**config.mk**
```make
export PLATFORM = sky130hd
export DESIGN_NAME = srv_mem_arbiter_flat
export DESIGN_NICKNAME = d
export VERILOG_FILES = /design/src/rtl/srv_mem_arbiter_if.sv /design/src/rtl/srv_mem_arbiter.sv /design/src/flat_wrapper.sv
export SDC_FILE = /design/constraint.sdc
export NUM_CORES = 1
export LEC_CHECK = 0
export CAP_MARGIN = 0
export CORE_AREA = 2 2 190 192
export DETAILED_ROUTE_END_ITERATION = 8
export DIE_AREA = 0 0 192 194
export PLACE_DENSITY = 0.67
export RECOVER_POWER = 25
export SYNTH_ARGS = -nofsm -noshare
export SYNTH_HDL_FRONTEND = slang
export SYNTH_SLANG_ARGS = --single-unit
```
**constraint.sdc**
```tcl
create_clock -name clk -period 4.3 [get_ports clk]
set_input_delay 0.86 -clock clk [delete_from_list [all_inputs] [get_ports clk]]
set_output_delay 0.86 -clock clk [all_outputs]
set_load 0.05 [all_outputs]
```
**src/rtl/srv_mem_arbiter_if.sv**
```systemverilog
// Bundle of the two requester ports and the shared memory-controller port of srv_mem_arbiter.
// The slave modport is the arbiter's own view; master is the requester/memory side.
interface srv_mem_arbiter_if #(
  parameter int unsigned ADDR_W = 32,
  parameter int unsigned LINE_W = 128
);
  logic              m0_req_i;
  logic [ADDR_W-1:0] m0_addr_i;
  logic              m0_rsp_o;
  logic [LINE_W-1:0] m0_data_o;
  logic              m0_err_o;

  logic              m1_req_i;
  logic [ADDR_W-1:0] m1_addr_i;
  logic              m1_rsp_o;
  logic [LINE_W-1:0] m1_data_o;
  logic              m1_err_o;

  logic              mem_req_o;
  logic [ADDR_W-1:0] mem_addr_o;
  logic              mem_rsp_i;
  logic [LINE_W-1:0] mem_data_i;

  logic              busy_o;
  logic              grant_o;

  modport slave (
    input  m0_req_i, m0_addr_i, m1_req_i, m1_addr_i, mem_rsp_i, mem_data_i,
    output m0_rsp_o, m0_data_o, m0_err_o, m1_rsp_o, m1_data_o, m1_err_o,
    output mem_req_o, mem_addr_o, busy_o, grant_o
  );

  modport master (
    output m0_req_i, m0_addr_i, m1_req_i, m1_addr_i, mem_rsp_i, mem_data_i,
    input  m0_rsp_o, m0_data_o, m0_err_o, m1_rsp_o, m1_data_o, m1_err_o,
    input  mem_req_o, mem_addr_o, busy_o, grant_o
  );
endinterface

```
**src/rtl/srv_mem_arbiter.sv**
```systemverilog
// Two-requester round-robin arbiter in front of a single memory controller,
// with a per-transaction wait timeout that returns an error response.
module srv_mem_arbiter #(
  parameter int unsigned ADDR_W  = 32,
  parameter int unsigned LINE_W  = 128,
  parameter int unsigned TIMEOUT = 1023
) (
  input logic              clk,
  input logic              rst_n,
  srv_mem_arbiter_if.slave bus
);

  localparam logic [15:0] CNT_LAST = 16'(TIMEOUT - 1);

  typedef enum logic [1:0] {
    ST_IDLE = 2'd0,
    ST_BUSY = 2'd1,
    ST_RESP = 2'd2
  } state_e;

  state_e            state_q, state_d;
  logic [15:0]       cnt_q, cnt_d;
  logic              last_grant_q, last_grant_d;
  logic              grant_q, grant_d;
  logic              busy_q, busy_d;
  logic              mem_req_q, mem_req_d;
  logic [ADDR_W-1:0] mem_addr_q, mem_addr_d;
  logic              rsp0_q, rsp0_d, rsp1_q, rsp1_d;
  logic              err0_q, err0_d, err1_q, err1_d;
  logic [LINE_W-1:0] data0_q, data0_d, data1_q, data1_d;
  logic              win_s;

  // Next-state, arbitration and response generation
  always_comb begin
    state_d      = state_q;
    cnt_d        = cnt_q;
    last_grant_d = last_grant_q;
    grant_d      = grant_q;
    mem_req_d    = mem_req_q;
    mem_addr_d   = mem_addr_q;
    rsp0_d       = 1'b0;
    rsp1_d       = 1'b0;
    err0_d       = 1'b0;
    err1_d       = 1'b0;
    data0_d      = data0_q;
    data1_d      = data1_q;
    win_s        = 1'b0;

    case (state_q)
      ST_IDLE: begin
        if (bus.m0_req_i || bus.m1_req_i) begin
          // On a tie the requester that did not win last time goes first
          if (bus.m0_req_i && bus.m1_req_i) begin
            win_s = ~last_grant_q;
          end else begin
            win_s = bus.m1_req_i;
          end
          mem_addr_d   = win_s ? bus.m1_addr_i : bus.m0_addr_i;
          grant_d      = win_s;
          last_grant_d = win_s;
          mem_req_d    = 1'b1;
          cnt_d        = 16'd0;
          state_d      = ST_BUSY;
        end else begin
          state_d = ST_IDLE;
        end
      end

      ST_BUSY: begin
        // A real response beats a timeout landing in the same cycle
        if (bus.mem_rsp_i) begin
          state_d   = ST_RESP;
          mem_req_d = 1'b0;
          if (grant_q) begin
            data1_d = bus.mem_data_i;
            rsp1_d  = 1'b1;
          end else begin
            data0_d = bus.mem_data_i;
            rsp0_d  = 1'b1;
          end
        end else if (cnt_q == CNT_LAST) begin
          state_d   = ST_RESP;
          mem_req_d = 1'b0;
          if (grant_q) begin
            data1_d = {LINE_W{1'b0}};
            rsp1_d  = 1'b1;
            err1_d  = 1'b1;
          end else begin
            data0_d = {LINE_W{1'b0}};
            rsp0_d  = 1'b1;
            err0_d  = 1'b1;
          end
        end else begin
          cnt_d = cnt_q + 16'd1;
        end
      end

      ST_RESP: begin
        state_d = ST_IDLE;
      end

      default: begin
        state_d   = ST_IDLE;
        mem_req_d = 1'b0;
      end
    endcase

    busy_d = (state_d != ST_IDLE);
  end

  // State and output registers; last_grant resets to 1 so m0 wins the first tie
  always_ff @(posedge clk or negedge rst_n) begin
    if (!rst_n) begin
      state_q      <= ST_IDLE;
      cnt_q        <= 16'd0;
      last_grant_q <= 1'b1;
      grant_q      <= 1'b0;
      busy_q       <= 1'b0;
      mem_req_q    <= 1'b0;
      mem_addr_q   <= {ADDR_W{1'b0}};
      rsp0_q       <= 1'b0;
      rsp1_q       <= 1'b0;
      err0_q       <= 1'b0;
      err1_q       <= 1'b0;
      data0_q      <= {LINE_W{1'b0}};
      data1_q      <= {LINE_W{1'b0}};
    end else begin
      state_q      <= state_d;
      cnt_q        <= cnt_d;
      last_grant_q <= last_grant_d;
      grant_q      <= grant_d;
      busy_q       <= busy_d;
      mem_req_q    <= mem_req_d;
      mem_addr_q   <= mem_addr_d;
      rsp0_q       <= rsp0_d;
      rsp1_q       <= rsp1_d;
      err0_q       <= err0_d;
      err1_q       <= err1_d;
      data0_q      <= data0_d;
      data1_q      <= data1_d;
    end
  end

  assign bus.m0_rsp_o   = rsp0_q;
  assign bus.m0_data_o  = data0_q;
  assign bus.m0_err_o   = err0_q;
  assign bus.m1_rsp_o   = rsp1_q;
  assign bus.m1_data_o  = data1_q;
  assign bus.m1_err_o   = err1_q;
  assign bus.mem_req_o  = mem_req_q;
  assign bus.mem_addr_o = mem_addr_q;
  assign bus.busy_o     = busy_q;
  assign bus.grant_o    = grant_q;

endmodule

```
**src/flat_wrapper.sv**
```systemverilog
// flat-port wrapper written by rule: the top's interface ports become plain ports
module srv_mem_arbiter_flat 
#(
  parameter int unsigned ADDR_W  = 32,
  parameter int unsigned LINE_W  = 128,
  parameter int unsigned TIMEOUT = 1023
)
  (clk, rst_n, bus_m0_req_i, bus_m0_addr_i, bus_m1_req_i, bus_m1_addr_i, bus_mem_rsp_i, bus_mem_data_i, bus_m0_rsp_o, bus_m0_data_o, bus_m0_err_o, bus_m1_rsp_o, bus_m1_data_o, bus_m1_err_o, bus_mem_req_o, bus_mem_addr_o, bus_busy_o, bus_grant_o);
  srv_mem_arbiter_if #(.ADDR_W(ADDR_W), .LINE_W(LINE_W)) bus_i ();
  input logic clk;
  input logic rst_n;
  input wire logic [$bits(bus_i.m0_req_i)-1:0] bus_m0_req_i;
  input wire logic [$bits(bus_i.m0_addr_i)-1:0] bus_m0_addr_i;
  input wire logic [$bits(bus_i.m1_req_i)-1:0] bus_m1_req_i;
  input wire logic [$bits(bus_i.m1_addr_i)-1:0] bus_m1_addr_i;
  input wire logic [$bits(bus_i.mem_rsp_i)-1:0] bus_mem_rsp_i;
  input wire logic [$bits(bus_i.mem_data_i)-1:0] bus_mem_data_i;
  output wire logic [$bits(bus_i.m0_rsp_o)-1:0] bus_m0_rsp_o;
  output wire logic [$bits(bus_i.m0_data_o)-1:0] bus_m0_data_o;
  output wire logic [$bits(bus_i.m0_err_o)-1:0] bus_m0_err_o;
  output wire logic [$bits(bus_i.m1_rsp_o)-1:0] bus_m1_rsp_o;
  output wire logic [$bits(bus_i.m1_data_o)-1:0] bus_m1_data_o;
  output wire logic [$bits(bus_i.m1_err_o)-1:0] bus_m1_err_o;
  output wire logic [$bits(bus_i.mem_req_o)-1:0] bus_mem_req_o;
  output wire logic [$bits(bus_i.mem_addr_o)-1:0] bus_mem_addr_o;
  output wire logic [$bits(bus_i.busy_o)-1:0] bus_busy_o;
  output wire logic [$bits(bus_i.grant_o)-1:0] bus_grant_o;
  assign bus_i.m0_req_i = bus_m0_req_i;
  assign bus_i.m0_addr_i = bus_m0_addr_i;
  assign bus_i.m1_req_i = bus_m1_req_i;
  assign bus_i.m1_addr_i = bus_m1_addr_i;
  assign bus_i.mem_rsp_i = bus_mem_rsp_i;
  assign bus_i.mem_data_i = bus_mem_data_i;
  assign bus_m0_rsp_o = bus_i.m0_rsp_o;
  assign bus_m0_data_o = bus_i.m0_data_o;
  assign bus_m0_err_o = bus_i.m0_err_o;
  assign bus_m1_rsp_o = bus_i.m1_rsp_o;
  assign bus_m1_data_o = bus_i.m1_data_o;
  assign bus_m1_err_o = bus_i.m1_err_o;
  assign bus_mem_req_o = bus_i.mem_req_o;
  assign bus_mem_addr_o = bus_i.mem_addr_o;
  assign bus_busy_o = bus_i.busy_o;
  assign bus_grant_o = bus_i.grant_o;
  srv_mem_arbiter #(.ADDR_W(ADDR_W), .LINE_W(LINE_W), .TIMEOUT(TIMEOUT)) u_core (.clk(clk), .rst_n(rst_n), .bus(bus_i));
endmodule
```
# Yosys cells after proc, flatten, opt, wreduce, memory -nomap -nowiden

Cells that the tools add are included.

Bits in registers: 314
Output and inout bits: 295
Bits of input ports: 197

Equal/unequal tests: 7
Bitwise logic cells: 3
$add $sub $neg: 1
Mux-type cells: 36
Reduce and logical (&&, ||, !) cells: 11

Operators by type and width:

| operator                                         | count |
|---|---|
| 2-to-1 mux 128 bit                               | 8 |
| 2-to-1 mux 16 bit                                | 3 |
| 2-to-1 mux 32 bit                                | 1 |
| one-hot mux 16 bit (2 select lines)              | 1 |
| 2-to-1 mux 1 bit                                 | 19 |
| adder 16 x 1 -> 16 bit (second input constant)   | 1 |
| == test 16 x 10 -> 1 bit (second input constant) | 1 |
| AND reduction 3 bit                              | 3 |
| nonzero test 2 bit                               | 3 |
| 2-to-1 mux 2 bit                                 | 2 |
| != test 2 bit (second input constant)            | 2 |
| one-hot mux 2 bit (2 select lines)               | 1 |
| AND reduction 4 bit                              | 1 |
| != test 3 x 2 -> 1 bit (second input constant)   | 1 |
| NOT 1 bit                                        | 3 |
| one-hot mux 1 bit (3 select lines)               | 1 |
| == test 2 x 1 -> 1 bit (second input constant)   | 1 |
| == test 2 bit (second input constant)            | 1 |
| zero test 2 bit                                  | 1 |
| != test 2 x 1 -> 1 bit (second input constant)   | 1 |
| AND reduction 2 bit                              | 1 |
| logical AND 1 bit                                | 1 |
| logical OR 1 bit                                 | 1 |

# Longest topological paths before layout

Depth after elaboration: 5
Gate-level depth with buffers: 9

# Worst setup path before layout

No wires, ideal clock.

Path kind: register to register
Start point: reg u_core.cnt_q[0]
End point: reg u_core.data1_q[100] (netlist: u_core.bus.m1_data_o[100])
Setup slack: 2057 ps
Cell stages (with the launch flop): 10
Setup time: 122 ps
Arrival time: 2121 ps
Buffers on the path: 3
Cells stage by stage: dfrtp_1 > inv_1 > ha_1 > or4b_4 > nor4_2 > buf_2 > o21ai_2 > buf_2 > buf_2 > a32o_1

Cells in the longest elaborated chain, start to end: 3

Ends and longest elaborated chain:

| item                                 | RTL line               | RTL |
|---|---|---|
| start, declared                      | srv_mem_arbiter.sv:22  | `logic [15:0] cnt_q, cnt_d;` |
| start signal, assigned               | srv_mem_arbiter.sv:129 | `cnt_q <= cnt_d;` |
| == test 16 x 10 -> 1 bit             | srv_mem_arbiter.sv:81  | `end else if (cnt_q == CNT_LAST) begin` |
| nonzero test 2 bit (no source line)  | n/a                    |  |
| AND reduction 3 bit (no source line) | n/a                    |  |
| end signal, assigned                 | srv_mem_arbiter.sv:126 | `data1_q <= {LINE_W{1'b0}};` |
| end signal, assigned                 | srv_mem_arbiter.sv:140 | `data1_q <= data1_d;` |
| end, declared                        | srv_mem_arbiter.sv:30  | `logic [LINE_W-1:0] data0_q, data0_d, data1_q, data1_d;` |

Every way passes these cells.
A chain may end at the register's enable or synchronous reset.

# Worst setup path after layout

Start point: reg u_core.cnt_q[0]
End point: reg u_core.data0_q[17] (netlist: u_core.bus.m0_data_o[17])

Cells in the longest elaborated chain, start to end: 3

Ends and longest elaborated chain:

| item                                 | RTL line               | RTL |
|---|---|---|
| == test 16 x 10 -> 1 bit             | srv_mem_arbiter.sv:81  |  |
| nonzero test 2 bit (no source line)  | n/a                    |  |
| AND reduction 3 bit (no source line) | n/a                    |  |
| end signal, assigned                 | srv_mem_arbiter.sv:125 | `data0_q <= {LINE_W{1'b0}};` |
| end signal, assigned                 | srv_mem_arbiter.sv:139 | `data0_q <= data0_d;` |
| end, declared                        | srv_mem_arbiter.sv:30  |  |

Every way passes these cells.

==> metrics.txt <==
outcome=finished, violations left; failing checks=max-capacitance violations, max-slew violations; Core Box Area=about 0.035 sq mm; Max-cap violations=1; Num CTS Buffers=36; warnings from Yosys=0; Worst R2R Path Depth=8; Worst EP required=4680 ps; Port Buf Inserts=a little under 500; VDD IR max=~500 uV; CTS tree=done; final WL=about 39000 um; antenna violations before repair=2; Worst R2R Start=u_core.cnt_q[0]; RePlAce Congestion=about 0.83; Yosys cell types=51; worst skew pair latency=510 ps; Die ar.=between 0.03 and 0.04 sq mm; EDFF count, synth=0; DR vias=10100; crit path to=u_core.bus.m0_data_o[17]; crit path launch type=flip-flop; synth top area cells=dfrtp_1 (64%), a32o_1 (21%), mux2i_1 (2.9%); largest net degree at the start of global routing=130; Worst Setup End Kind=flip-flop; top-area cell type share of the netlist area=~64%; Placed Cells=around 1700; Remaining Overflow, GRT=0; Die Ht=a little under 200 um; share of cells above drive strength 1=under 10%; post-route clock skew=around 13 ps; Slew Limit Fails=68; Crit. Startpoint=u_core.cnt_q[0]; register area share after synthesis=between 60% and 70%; Worst slew margin=-10.5%; Fmax achieved=353 MHz; area leader, netlist=dfrtp_1; post-CTS sizing=0; Initial Util=between 30% and 40%; Final nets=about 1500; Crit Path Max Fanout=73; DRC viols=0; FF-to-FF End=u_core.bus.m0_data_o[17]; post-layout min period=approximately 2800 ps; worst stage delay on the critical path=460 ps; clk sink count=about 310; area of the multi-input gates=0.00394 sq mm; WP data arrival=about 3200 ps; Die Wd=192 um; Fill cells=between 3000 and 4000; number of global-route vias before repair=roughly 10000; crit-path cells=inv_1 > ha_1 > or4b_4 > nor4_2 > buf_4 > o21ai_4 > buf_4 > a32o_1; Post-Syn Area=~0.012 sq mm; crit path buf inv count=3; Wirelength per Cell=around 22 um; synthesized flop and latch total=roughly 310; first-pass GRT wire length=between 60000 and 70000 um; CP Depth=8; register clock-pin slew on the reported worst setup and hold paths=60 ps; Longest Clk Path Bufs=3; critical path's top delay family=simple AND/OR/NAND/NOR gates; WS Path Type=reg -> reg; syn nets=around 1100; Primary FF master, synth=dfrtp_1; setup TNS=0 ps; Total GRT Usage=between 20% and 30%; Async SR Flop Fraction=100%; final setup fails=0; Mapped Avg Cell Area=between 10 and 15 sq um; cell leakage power=around 0.0076 uW; CP dominant cell by count=buf_4; Critical-path top delay cell=or4b_4; Detailed Routing Iterations Pass 1=5; sequential cell area=just under 0.008 sq mm; overall power=17800 uW; worst min path class=in -> async; FP Rows=69; Post-CTS Hold Buffers=0; DP Wirelength=26200 um; Ports=492; Post CTS Setup Buffer Count=0; htree depth=2; Worst R2R Setup Slack=1470 ps; Root Buffer=clkbuf_16; Mapped Cells=880; Via density=roughly 5.6; RSZ-0062 raised after global routing=no; final hold vios=0; 1st-iter DRT viols=495; fin crit share=between 60% and 70%; Worst Max-Slew Pin Slew=between 1500 and 2000 ps; non-filler cells, final=about 1800; DRT antenna net count=0; PD cells=955 mW/mm^2; Area Overhead vs Synth=52.3%
-- placed cells by master (no fill, tap or decap), types with 2 or more instances in the layout --
master / count
clkdlybuf4s50_1: 488
dfrtp_1: 313
a32o_1: 256
nand2_1: 42
clkbuf_16: 37
mux2i_1: 35
o21ai_0: 34
clkbuf_1: 12
nor2_1: 10
buf_4: 9
nor3_1: 8
nand3_1: 7
nand4_1: 6
clkbuf_8: 6
inv_1: 5
a221o_1: 5
clkinv_2: 5
buf_12: 5
nand2b_1: 4
nor4_1: 4
inv_6: 3
o21ai_4: 3
or3_1: 3
diode_2: 2
o21a_1: 2
nor2b_1: 2
inv_2: 2
o211ai_1: 2
a21o_1: 2
o211ai_2: 2
a2bb2oi_2: 2
or4_1: 2
a22o_1: 2
ha_1: 2
-- routing by layer --
| layer | wire [um] | GRT usage (%) | up-vias |
|---|---|---|---|
| li1 | - | - | 4442 |
| met1 | 15500 | 26.0 | 5164 |
| met2 | 19400 | 34.4 | 399 |
| met3 | 3220 | 5.03 | 77 |
| met4 | 1310 | 7.49 | 0 |
| met5 | 0 | 0 | - |
-- final cells by class --
class	instances	area share, %
sequential	314	42.3
timing repair buffer	506	27.4
multi-input combinational	457	21.2
clock buffer	54	5.59
tap	461	3.10
clock inverter	7	0.229
inverter	8	0.188
antenna	2	0.0269
-- report_power, final --
| part | internal, uW | switching, uW |
|---|---|---|
| logic | 3370 | 6550 |
| registers | 4260 | 733 |
| clock network | 1670 | 1170 |
| total | 9300 | 8450 |
-- cell usage after synthesis, types with 3 or more instances --
master	instances
clkbuf_1	82
nand4_1	6
dfrtp_1	313
nand3_1	7
inv_1	5
a32o_1	256
nand2_1	42
mux2i_1	35
nor3_1	8
or3_1	3
nand2b_1	4
a221o_1	5
nor2_1	11
nor4_1	4
o21ai_0	35
buf_2	15
-- cells by family (layout without fill, tap and decap cells) --
kind of cell,after synthesis,after routing,share of synthesized area [%]
xor+xnor,2,2,0.144
other cells,0,2,0
simple gates,98,98,4.01
compound gates,320,320,24.6
fa+ha+maj,2,2,0.205
mux,35,35,2.87
flops,314,314,64.4
buf+inv,109,575,3.76
-- metrics by stage --
stage                     area [sq um]  utilization, %  worst slack [ps]  hold WS (ps)
after floorplan                  12200               -              2060           441
after global placement           17500            49.7              1540           461
after detailed placement         17500            49.7              1500           460
after CTS                        18600            52.8              1480           471
after global routing             18600            52.8              1230           492
final                            18600            52.8              1470           433
-- how the worst min path moves through the flow --
stage | end | slack (ps) | cells past startpoint
after global placement | u_core.bus.busy_o | 460 | 1
after floorplan | u_core.bus.busy_o | 440 | 1
final | u_core.bus.mem_addr_o[28] | 430 | 1
after CTS | u_core.bus.busy_o | 470 | 1
after global routing | u_core.bus.m1_data_o[1] | 490 | 1
after detailed placement | u_core.bus.busy_o | 460 | 1
-- state kept, by name, indices dropped and copies added (netlist names), 2 cells and up --
register and flops:
u_core.bus.m1_data_o 128, u_core.cnt_q 16, u_core.bus.mem_addr_o 32, u_core.bus.m0_data_o 128
u_core.state_q 2
Note: power is estimated with default switching activity, not from simulation.
